==> src/rtl/axis_reg_fifo.sv <==
// AXI-Stream register FIFO with a registered head word, fill level, almost-full flag and flush.
// Both stream sides use a full valid&ready handshake; tready_o and tvalid_o are registered.
module axis_reg_fifo #(
  parameter int DATA_W    = 8,
  parameter int DEPTH     = 4,
  parameter int AF_THRESH = DEPTH - 1,
  localparam int PTR_W    = $clog2(DEPTH),
  localparam int CNT_W    = $clog2(DEPTH + 1)
) (
  input  logic              clk_i,
  input  logic              arstn_i,
  input  logic              flush_i,
  input  logic              tvalid_i,
  output logic              tready_o,
  input  logic [DATA_W-1:0] tdata_i,
  input  logic              tlast_i,
  output logic              tvalid_o,
  input  logic              tready_i,
  output logic [DATA_W-1:0] tdata_o,
  output logic              tlast_o,
  output logic [CNT_W-1:0]  level_o,
  output logic              almost_full_o,
  output logic [1:0]        state_o
);

  // Handshake: a word moves on a side only at a rising edge where valid and ready are both 1.
  // The producer holds tvalid_i/tdata_i/tlast_i until accepted; tready_o never depends on tready_i.

  typedef enum logic [1:0] {ST_EMPTY = 2'd0, ST_ACTIVE = 2'd1, ST_FULL = 2'd2} state_t;

  state_t             state_q, state_d;
  logic [CNT_W-1:0]   level_d;
  logic [PTR_W-1:0]   wr_q, wr_d, rd_q, rd_d;
  logic [DATA_W:0]    mem [DEPTH];
  logic [DATA_W:0]    head_d;
  logic               push, pop;

  assign push    = tvalid_i & tready_o;
  assign pop     = tvalid_o & tready_i;
  assign state_o = state_q;

  always_comb begin
    state_d = state_q;
    level_d = level_o;
    wr_d    = wr_q;
    rd_d    = rd_q;
    head_d  = {tlast_o, tdata_o};
    if (flush_i) begin
      state_d = ST_EMPTY;
      level_d = '0;
      wr_d    = '0;
      rd_d    = '0;
    end else begin
      case (state_q)
        ST_EMPTY: begin
          if (push) begin
            state_d = ST_ACTIVE;
            level_d = CNT_W'(1);
          end
        end
        ST_ACTIVE: begin
          if (push && !pop) begin
            level_d = level_o + CNT_W'(1);
            if (level_d == CNT_W'(DEPTH)) state_d = ST_FULL;
          end else if (pop && !push) begin
            level_d = level_o - CNT_W'(1);
            if (level_d == '0) state_d = ST_EMPTY;
          end
        end
        ST_FULL: begin
          if (pop) begin
            state_d = ST_ACTIVE;
            level_d = CNT_W'(DEPTH - 1);
          end
        end
        default: begin
          state_d = ST_EMPTY;
          level_d = '0;
        end
      endcase
      if (push) wr_d = wr_q + PTR_W'(1);
      if (pop)  rd_d = rd_q + PTR_W'(1);
      // The new head is the incoming word when it lands exactly at the next read slot.
      if (push && (rd_d == wr_q)) head_d = {tlast_i, tdata_i};
      else if (pop)               head_d = mem[rd_d];
    end
  end

  always_ff @(posedge clk_i or negedge arstn_i) begin
    if (!arstn_i) begin
      state_q       <= ST_EMPTY;
      level_o       <= '0;
      wr_q          <= '0;
      rd_q          <= '0;
      tdata_o       <= '0;
      tlast_o       <= 1'b0;
      tvalid_o      <= 1'b0;
      tready_o      <= 1'b1;
      almost_full_o <= 1'b0;
    end else begin
      state_q       <= state_d;
      level_o       <= level_d;
      wr_q          <= wr_d;
      rd_q          <= rd_d;
      {tlast_o, tdata_o} <= head_d;
      tvalid_o      <= (level_d != '0);
      tready_o      <= (level_d < CNT_W'(DEPTH));
      almost_full_o <= (level_d >= CNT_W'(AF_THRESH));
    end
  end

  always_ff @(posedge clk_i) begin
    if (push && !flush_i) mem[wr_q] <= {tlast_i, tdata_i};
  end

endmodule

==> config.mk <==
export PLATFORM = sky130hd
export DESIGN_NAME = axis_reg_fifo
export DESIGN_NICKNAME = d
export VERILOG_FILES = /design/src/rtl/axis_reg_fifo.sv
export SDC_FILE = /design/constraint.sdc
export NUM_CORES = 1
export LEC_CHECK = 0
export CORE_UTILIZATION = 24
export CTS_CLUSTER_SIZE = 20
export DETAILED_ROUTE_END_ITERATION = 10
export PLACE_DENSITY = 0.48
export SYNTH_ARGS = -nofsm -noshare
export SYNTH_HDL_FRONTEND = slang
export SYNTH_SLANG_ARGS = --single-unit
==> constraint.sdc <==
create_clock -name clk_i -period 2.15 [get_ports clk_i]
set_input_delay 0.43 -clock clk_i [delete_from_list [all_inputs] [get_ports clk_i]]
set_output_delay 0.43 -clock clk_i [all_outputs]
set_load 0.05 [all_outputs]
Word level (Yosys, flattened, before mapping) --
Memory sizes are Yosys's and may differ from the RTL's. A register that Yosys moved wholly into a read port is not among the register bits. Cells that the tools add are included.
Word-level totals: output and inout port bits 17, memories 1, bits in writable memories 36, logic and storage cells 62, register bits after elaboration 12, input bits 14
Cells by class: multiplexer cells 21, bitwise operators 3, add/subtract/negate cells 4, eq/ne operators 9, reduce and logical (&&, ||, !) cells 15, magnitude comparators 2
Memories:
- mem | depth 4, bits a word 9, rd ports 1, clocked after Yosys merged registers in 1, write ports 1, RTL line 34 | logic [DATA_W:0] mem [DEPTH];
Operators by type and width (number):
- $mux W2 | 12
- $mux W3 | 5
- $ne A4 B4 Y1 const B | 3
- $pmux W3 S3 | 1
- $ne A3 B3 Y1 const B | 2
- $pmux W2 S3 | 1
- $reduce_and A5 Y1 | 1
- $add A2 B1 Y2 const B | 2
- $logic_and A1 B1 Y1 | 4
- $logic_not A1 Y1 | 4
- $reduce_bool A2 Y1 | 2
- $add A3 B1 Y3 const B | 1
- $eq A3 B3 Y1 const B | 1
- $ge A3 B2 Y1 const B | 1
- $logic_not A3 Y1 | 1
- $lt A3 B3 Y1 const B | 1
- $reduce_bool A3 Y1 | 1
- $sub A3 B1 Y3 const B | 1
- $and A1 B1 Y1 | 2
- $eq A2 B1 Y1 const B | 1
- $eq A2 B2 Y1 | 1
- $eq A2 B2 Y1 const B | 1
- $logic_not A2 Y1 | 1
- $mux W1 | 2
- 2 further kinds | 2

Longest topological paths before layout --
word-level depth 8, depth in mapped cells 7, depth with buffers taken out 7

Worst setup path before layout --
No wires, ideal clock.
path type flip-flop to flip-flop, from reg level_o[1], to reg tvalid_o, arrival 1.982 ns, clock period less this slack 2.106 ns, slack 0.044 ns, library setup time 0.124 ns, cell stages (with the launch flop) 8, path buffers 0, required time 2.026 ns, cells stage by stage dfrtp_1 inv_1 ha_1 xor2_1 nor3_1 a211oi_1 o22a_1 o31a_1
Between the ends: word-level cells in the longest chain between the ends 6, elaborated cells on any way between the ends 9, classes of those cells add/sub (2); mux (6); reduce/logical (1)
RTL lines:
- start, declared | RTL line 21 | output logic [CNT_W-1:0] level_o,
- start signal, assigned | RTL line 102 | level_o <= level_d;
- $sub A3 B1 Y3 | RTL line 66 | level_d = level_o - CNT_W'(1);
- $mux W3 | RTL line 65 | end else if (pop && !push) begin
- $mux W3 | RTL line 62 | if (push && !pop) begin
- $pmux W3 S3 * | RTL line 54 | case (state_q)
- $mux W3 * | RTL line 48 | if (flush_i) begin
- $reduce_bool A3 Y1 * | RTL line 106 | tvalid_o <= (level_d != '0);
- end signal, assigned | RTL line 106
- end, declared | RTL line 17 | output logic tvalid_o,
Mark *: on every way between the ends. The rest lies on a longest branch, timed or not. A chain may end at the register's enable or synchronous reset.

Worst setup path after layout --
from reg level_o[0], to reg almost_full_o
Between the ends: word-level cells in the longest chain between the ends 6, elaborated cells on any way between the ends 9, classes of those cells add/sub (2); order compare (1); mux (6)
RTL lines:
- $sub A3 B1 Y3 | RTL line 66
- $mux W3 | RTL line 65
- $mux W3 | RTL line 62
- $pmux W3 S3 * | RTL line 54
- $mux W3 * | RTL line 48
- $ge A3 B2 Y1 * | RTL line 108 | almost_full_o <= (level_d >= CNT_W'(AF_THRESH));
- end signal, assigned | RTL line 108
- end, declared | RTL line 22 | output logic almost_full_o,
Marks and branches as above.

==> summary.md <==
| Metric | Value |
|---|---|
| Clock slew at reported path FFs | about 0.070 ns |
| Final antenna-violating net count | 0 |
| Post-layout nets | between 200 and 250 |
| Top achievable clock speed | between 400 and 500 MHz |
| RSZ-0062 raised after global routing | false |
| HP Class | in -> async |
| Share of synthesized registers carrying an async set or reset | 36.8% |
| Number of global-route vias before repair | about 1600 |
| Clock insertion delay at the later pin of the skew report | about 0.34 ns |
| Proportion of netlist area held by the largest area contributor | about two fifths |
| Critical path cell sequence | ha_1, ha_1, or3_1, a211oi_1, o22a_1, a22o_1 |
| Relative max-transition margin | between 50% and 60% |
| H-tree depth | 3 |
| Worst Skew | roughly 0.0064 ns |
| Number of vias per cell | 4.27 |
| Width of the die | ~110 µm |
| Routability Congestion | just under 0.8 |
| Number of DRC markers after the initial detailed-route iteration | 55 |
| Slowest Stage Delay on Critical Path | about 0.4 ns |
| Cell count after placement | 349 |
| Worst path most repeated cell | sky130_fd_sc_hd__ha_1 |
| Ports | 31 |
| Non-filler cells in the finished layout | between 300 and 400 |
| # diodes | 0 |
| Average wire per cell in the routed design | about 15 µm |
| Most common cell after layout, fill and taps aside | sky130_fd_sc_hd__edfxtp_1 |
| Clock tree from TritonCTS | built |
| Predominant post-synthesis flop cell | sky130_fd_sc_hd__edfxtp_1 |
| Final worst path period need | a little over 2 ns |
| Global-route congestion overflow total | 0 |
| DRC viols | 0 |
| Final HPWL from detailed placement | 3.80 mm |
| Status | complete, no violations |
| Global-route wire length before repair | between 8 and 9 mm |
| First drt pass iteration count | 5 |
| Pleak | 0.00125 µW |
| Cells resized by post-CTS repair | 2 |
| Syn Std Cell Area | 0.00259 mm² |
| Core outline area | approximately 0.010 mm² |
| Proportion of synthesized chip area in sequential cells | 62.1% |
| Critical path data arrival time | 2.30 ns |
| Synthesized area per cell | between 15 and 20 µm² |
| CP top delay family | compound AO/OA/AOI/OAI gates |
| Starting density of the core | around a quarter |
| R2r worst-path depth | 6 |
| Launch instance of the worst register-to-register path | level_o[0]$_DFF_PN0_ |
| Count of yosys warnings during synthesis | 0 |
| Count of hold-fix buffers inserted at cts | 0 |
| Number of buffers and inverters on the critical path | 0 |
| Library cells used by synthesis | 36 |
| Total routing resource utilization after global routing | 10.7% |
| Pins over their slew limit | 0 |
| First element of the critical path | level_o[0]$_DFF_PN0_ |
| Post-Route Hold Slack | 0.464 ns |
| Critical Path Sink Type | flip-flop |
| Fraction of final layout cells with drive strength greater than 1 | 29.3% |
| Total power consumption of the routed design | 3080 µW |
| Initial antenna violation count | 0 |
| Num rows | 37 |
| Setup Viol. Count Final | 0 |
| Number of enable flip-flop cells after synthesis | 36 |
| Die Outline Area | 0.0112 mm² |
| Growth of design area from synthesis to finish | 32.4% |
| Critical path launch point type | flip-flop |
| Slew at the pin with the worst max-slew slack | around 0.62 ns |
| Areal power density over the cells | 900 mW/mm² |
| Type of the worst setup path | reg -> reg |
| Core occupancy in the finished layout | approximately a third |
| Most used cells in the layout excluding fill and tap cells | 36 x sky130_fd_sc_hd__edfxtp_1, 27 x sky130_fd_sc_hd__clkdlybuf4s50_1, 20 x sky130_fd_sc_hd__dfrtp_1 |
| Max Buffers Root-to-Sink | 2 |
| CTS buffer count | 9 |
| Count of maximum capacitance violations | 0 |
| Fin Setup TNS | 0 ns |
| Maximum ir drop on the vdd rail | about 0.00029 V |
| Seq cells post-synth | 57 |
| Number of failing hold endpoints at the final stage | 0 |
| Largest net degree at the start of global routing | 22 |
| Max stage delay cell, worst path | sky130_fd_sc_hd__dfrtp_1 |
| Total nets after synthesis | roughly 190 |
| Data required time of the worst path | roughly 2.4 ns |
| Highest fanout seen on the critical path | 4 |
| Most area-hungry cell type in the Yosys netlist | sky130_fd_sc_hd__edfxtp_1 |
| Chip Height | between 100 and 150 µm |
| Largest cells by area after synthesis | sky130_fd_sc_hd__edfxtp_1 42%, sky130_fd_sc_hd__dfrtp_1 19%, sky130_fd_sc_hd__mux2_2 7.8% |
| Total number of vias | 1558 |
| Ratio of final minimum period to clock period | approximately 94% |
| Root buffer cell | sky130_fd_sc_hd__clkbuf_8 |
| I/O Buffers | 30 |
| Post-CTS setup buffers | 0 |
| Slack of the worst reg-to-reg path | 0.12 ns |
| Clock sink count | 57 |
| Cell count after synthesis | 169 |
| Reg2Reg Capture Point | almost_full_o$_DFF_PN0_ |
| Final WL | 5.37 mm |
-- power by group --
group	leakage [µW]	switching (µW)	internal, µW	total, µW
logic	0.000570	440	335	775
clock network	0.0000909	442	532	974
registers	0.000591	68.0	1270	1330
-- registers in the layout (all words and copies together) (netlist names) --
register,cells
state_o,2
tlast_o,1
tdata_o,8
wr_q,2
tvalid_o,1
mem,36
rd_q,2
level_o,3
tready_o,1
almost_full_o,1
-- logic make-up (layout without fill, tap and decap cells) --
kind of cell	Yosys count	count (layout)	synth area share, %
muxes	27	27	15.7
xor gates and xnor gates	7	7	2.37
DFF	57	57	62.1
and+or+nand+nor	32	32	6.38
buffers and inverters	14	74	2.90
adders and majority gates	8	8	3.86
AOI/OAI and AO/OA	24	24	6.76
-- metrics by stage --
stage,instance area [µm²],setup WS [ns]
global placement,3240,-0.0554
CTS,3430,0.107
finish,3430,0.124
detailed placement,3240,-0.110
floorplan,2590,0.0440
global route,3430,0.0456
-- synthesized netlist by cell type (2+ instances only) --
library cell               number
sky130_fd_sc_hd__o21ai_0        2
sky130_fd_sc_hd__and2_1         8
sky130_fd_sc_hd__clkbuf_1       2
sky130_fd_sc_hd__edfxtp_1      36
sky130_fd_sc_hd__a211oi_1       4
sky130_fd_sc_hd__mux4_2         9
sky130_fd_sc_hd__mux2_2        18
sky130_fd_sc_hd__o21ai_1        3
sky130_fd_sc_hd__a21oi_1        4
sky130_fd_sc_hd__nor2_1         6
sky130_fd_sc_hd__buf_6          2
sky130_fd_sc_hd__nand2b_1       2
sky130_fd_sc_hd__xnor2_1        5
sky130_fd_sc_hd__nor3_1         3
sky130_fd_sc_hd__inv_1          5
sky130_fd_sc_hd__or3_1          3
sky130_fd_sc_hd__dfrtp_1       20
sky130_fd_sc_hd__xor2_1         2
sky130_fd_sc_hd__a31oi_1        2
sky130_fd_sc_hd__buf_2          3
sky130_fd_sc_hd__nand2_1        7
sky130_fd_sc_hd__o31a_1         2
sky130_fd_sc_hd__ha_1           8
-- per-layer routing --
layer  global-route usage, %  vias up  wire (µm)
met5                       0        -          0
met4                    4.17        0         82
met3                    3.40        7        195
met2                    16.4       29       2560
met1                    14.0      774       2530
li1                        -      748          -
-- worst max-delay path by stage --
stage | endpoint | depth (start not counted)
2_1_floorplan | tvalid_o$_DFF_PN0_ | 7
3_3_place_gp | tvalid_o$_DFF_PN0_ | 6
3_5_place_dp | tdata_o[1]$_DFFE_PN0P_ | 7
4_1_cts | level_o[2] | 1
5_1_grt | almost_full_o$_DFF_PN0_ | 6
6_report | almost_full_o$_DFF_PN0_ | 6
-- cell type report --
cell class                 instances  area (µm²)
clock buffer                       9         124
inverter                           5        18.8
clock inverter                     7        70.1
fill                            1029        6990
sequential                        57        1610
timing repair buffer              53         531
tap                              136         170
multi-input combinational         98         907
Note: power is estimated with default switching activity, not from simulation.
==> patch: new RTL, same flow settings <==
The parameter `DEPTH` goes from 4 to 8.
--- a/src/rtl/axis_reg_fifo.sv
+++ b/src/rtl/axis_reg_fifo.sv
@@ -2,7 +2,7 @@
 // Both stream sides use a full valid&ready handshake; tready_o and tvalid_o are registered.
 module axis_reg_fifo #(
   parameter int DATA_W    = 8,
-  parameter int DEPTH     = 4,
+  parameter int DEPTH     = 8,
   parameter int AF_THRESH = DEPTH - 1,
   localparam int PTR_W    = $clog2(DEPTH),
   localparam int CNT_W    = $clog2(DEPTH + 1)
Ports: changed (resized level_o); port bits go from 31 to 32. The function was not compared with the original's and may differ.
==> patch against the original RTL <==
  * Final cell count increased by 93%
  * Area after synthesis increased by 77%
  * Setup slack got worse by 0.068 ns
  * Via count increased by 110%
  * Sequential cell count increased by 39
  * Critical path depth increased by 3
  * Design area increased by 70%
  * Sequential power increased by 68%
  * Routed wire length increased by 110%
  * Power increased by 72%
  * Critical endpoint is now tvalid_o$_DFF_PN0_
  * Largest power group unchanged
==> patch: results <==
[cts]
root_buffer = clkbuf_16
clock-sinks = 96
path_clk_slew_ns = 0.08

[synthesis]
synth_common_cells = edfxtp_1 (72), nand3_1 (29), nor3_1 (28), a21oi_1 (23), dfrtp_1 (23)
async_flop_share_pct = 25.00
netlist_instances = 397
ys_types = 59
seq_area_frac_synth_pct = 60.40
synth_edf_count = 72
synth_nets = 418
synth.top_cells.by_area = edfxtp_1 (47%), dfrtp_1 (13%), nand3_1 (3.2%), nor3_1 (3.1%), a21oi_1 (2.5%)

[routing]
routed_wl_um = 11420
drt_iter0_drc = 236
num_vias = 3330
firstDrtPassIters = 4

[timing]
post-route-period-util_pct = 97.39
fin_skew_ns = 0.01086
tightest_slew_ns = 0.5484

[final_layout]
seq_area_sq_um = 2765
clockNetworkAreaShare_pct = 5.268
top_register = mem
buffer_area_share_pct = 13.14
multi_input_cells = 262
multi_input_area_share_pct = 28.49
inverters = 8
nNetsFinal = 485
reg.largest.list = mem x72, tdata_o x8, level_o x4
multi_input_area_sq_um = 1658
n_all_buffers = 87
fillers = 1867
drive_gt1_share_pct = 22.60

[global_routing]
met2_usage_pct = 19.13
use_met1_pct = 17.51
grt_pass1_vias = 3351
track_usage_pct = 12.18
grt_pass1_wl_um = 18750
use_met3_pct = 1.641
grt_max_degree = 25

[pwr]
vdd_drop_max_mv = 0.3226
leakagePower_uw = 0.002185
p_int_uw = 3589

[worst_setup_path]
cp_max_fo = 5
worstRegToRegCells = 9
reg2reg_from = tready_o$_DFF_PN1_
crit_arrival_ns = 2.31
rr_endpoint = tvalid_o$_DFF_PN0_
rrSetupSlack_ns = 0.06
crit_type = reg -> reg

[placement]
placed_area_sq_um = 5479
pre_cts_ws_ns = -0.3667
io_buffers = 31
place_congestion = 0.8603
dpl.hpwl_um = 8393

[status]
status = complete, no violations

[floorplanning]
coreArea_sq_um = 18710

[min_path]
min_path_type = in -> async
patch: changes by cell type after synthesis, moves of 15 or more:
cell / unedited run / this run
nor2_1: 6 / 21
nor3_1: 3 / 28
edfxtp_1: 36 / 72
o22ai_1: 1 / 16
mux2_2: 18 / 1
a21oi_1: 4 / 23
o21ai_0: 2 / 22
a31oi_1: 2 / 18
nand3_1: 0 / 29
patch: power groups by stage:
stage	registers (uW)	clock network, uW	logic (uW)
finish	2240	1660	1410
global route	2260	1770	1520
CTS	2240	1710	1420
detailed placement	2270	0	1420
global placement	2270	0	1410
floorplan	2620	0	556
patch: logic make-up (layout without fill, tap and decap cells):
kind of cell | count (synthesis) | count (layout) | synth area share, %
and+or+nand+nor | 142 | 142 | 16.54
AOI/OAI and AO/OA | 100 | 100 | 13.84
DFF | 96 | 96 | 60.40
buffers and inverters | 39 | 111 | 4.402
xor gates and xnor gates | 11 | 11 | 2.434
adders and majority gates | 7 | 7 | 1.914
muxes | 2 | 2 | 0.4649
patch: repair_timing:
action / in CTS / in global routing
pin swaps: 0 / 3
hold buffers: 0 / 0
setup buffers: 1 / 1
setup endpoints to repair: 2 / 12
gates resized for setup: 2 / 6
patch: per-stage QoR:
step | std cells | hold slack (ns)
after floorplan | 397 | 0.1344
after global placement | 685 | 0.5519
after detailed placement | 685 | 0.5446
after CTS | 702 | 0.4662
after global routing | 703 | 0.4966
final | 703 | 0.4486
patch: critical path: stages, from the launching register on:
cell	delay, ns
dfstp_2	0.57
nand2_4	0.08
inv_4	0.07
ha_4	0.15
buf_4	0.12
and3b_1	0.19
or2_4	0.22
a221o_2	0.38
nor2_1	0.11
nand3_1	0.08
patch: per-layer routing:
metal	wire [um]	up-vias	part of all wire [%]
met3	492	7	4.3
met5	0	-	0
met1	5576	1618	49
met2	5235	67	46
li1	-	1638	-
met4	111	0	0.97
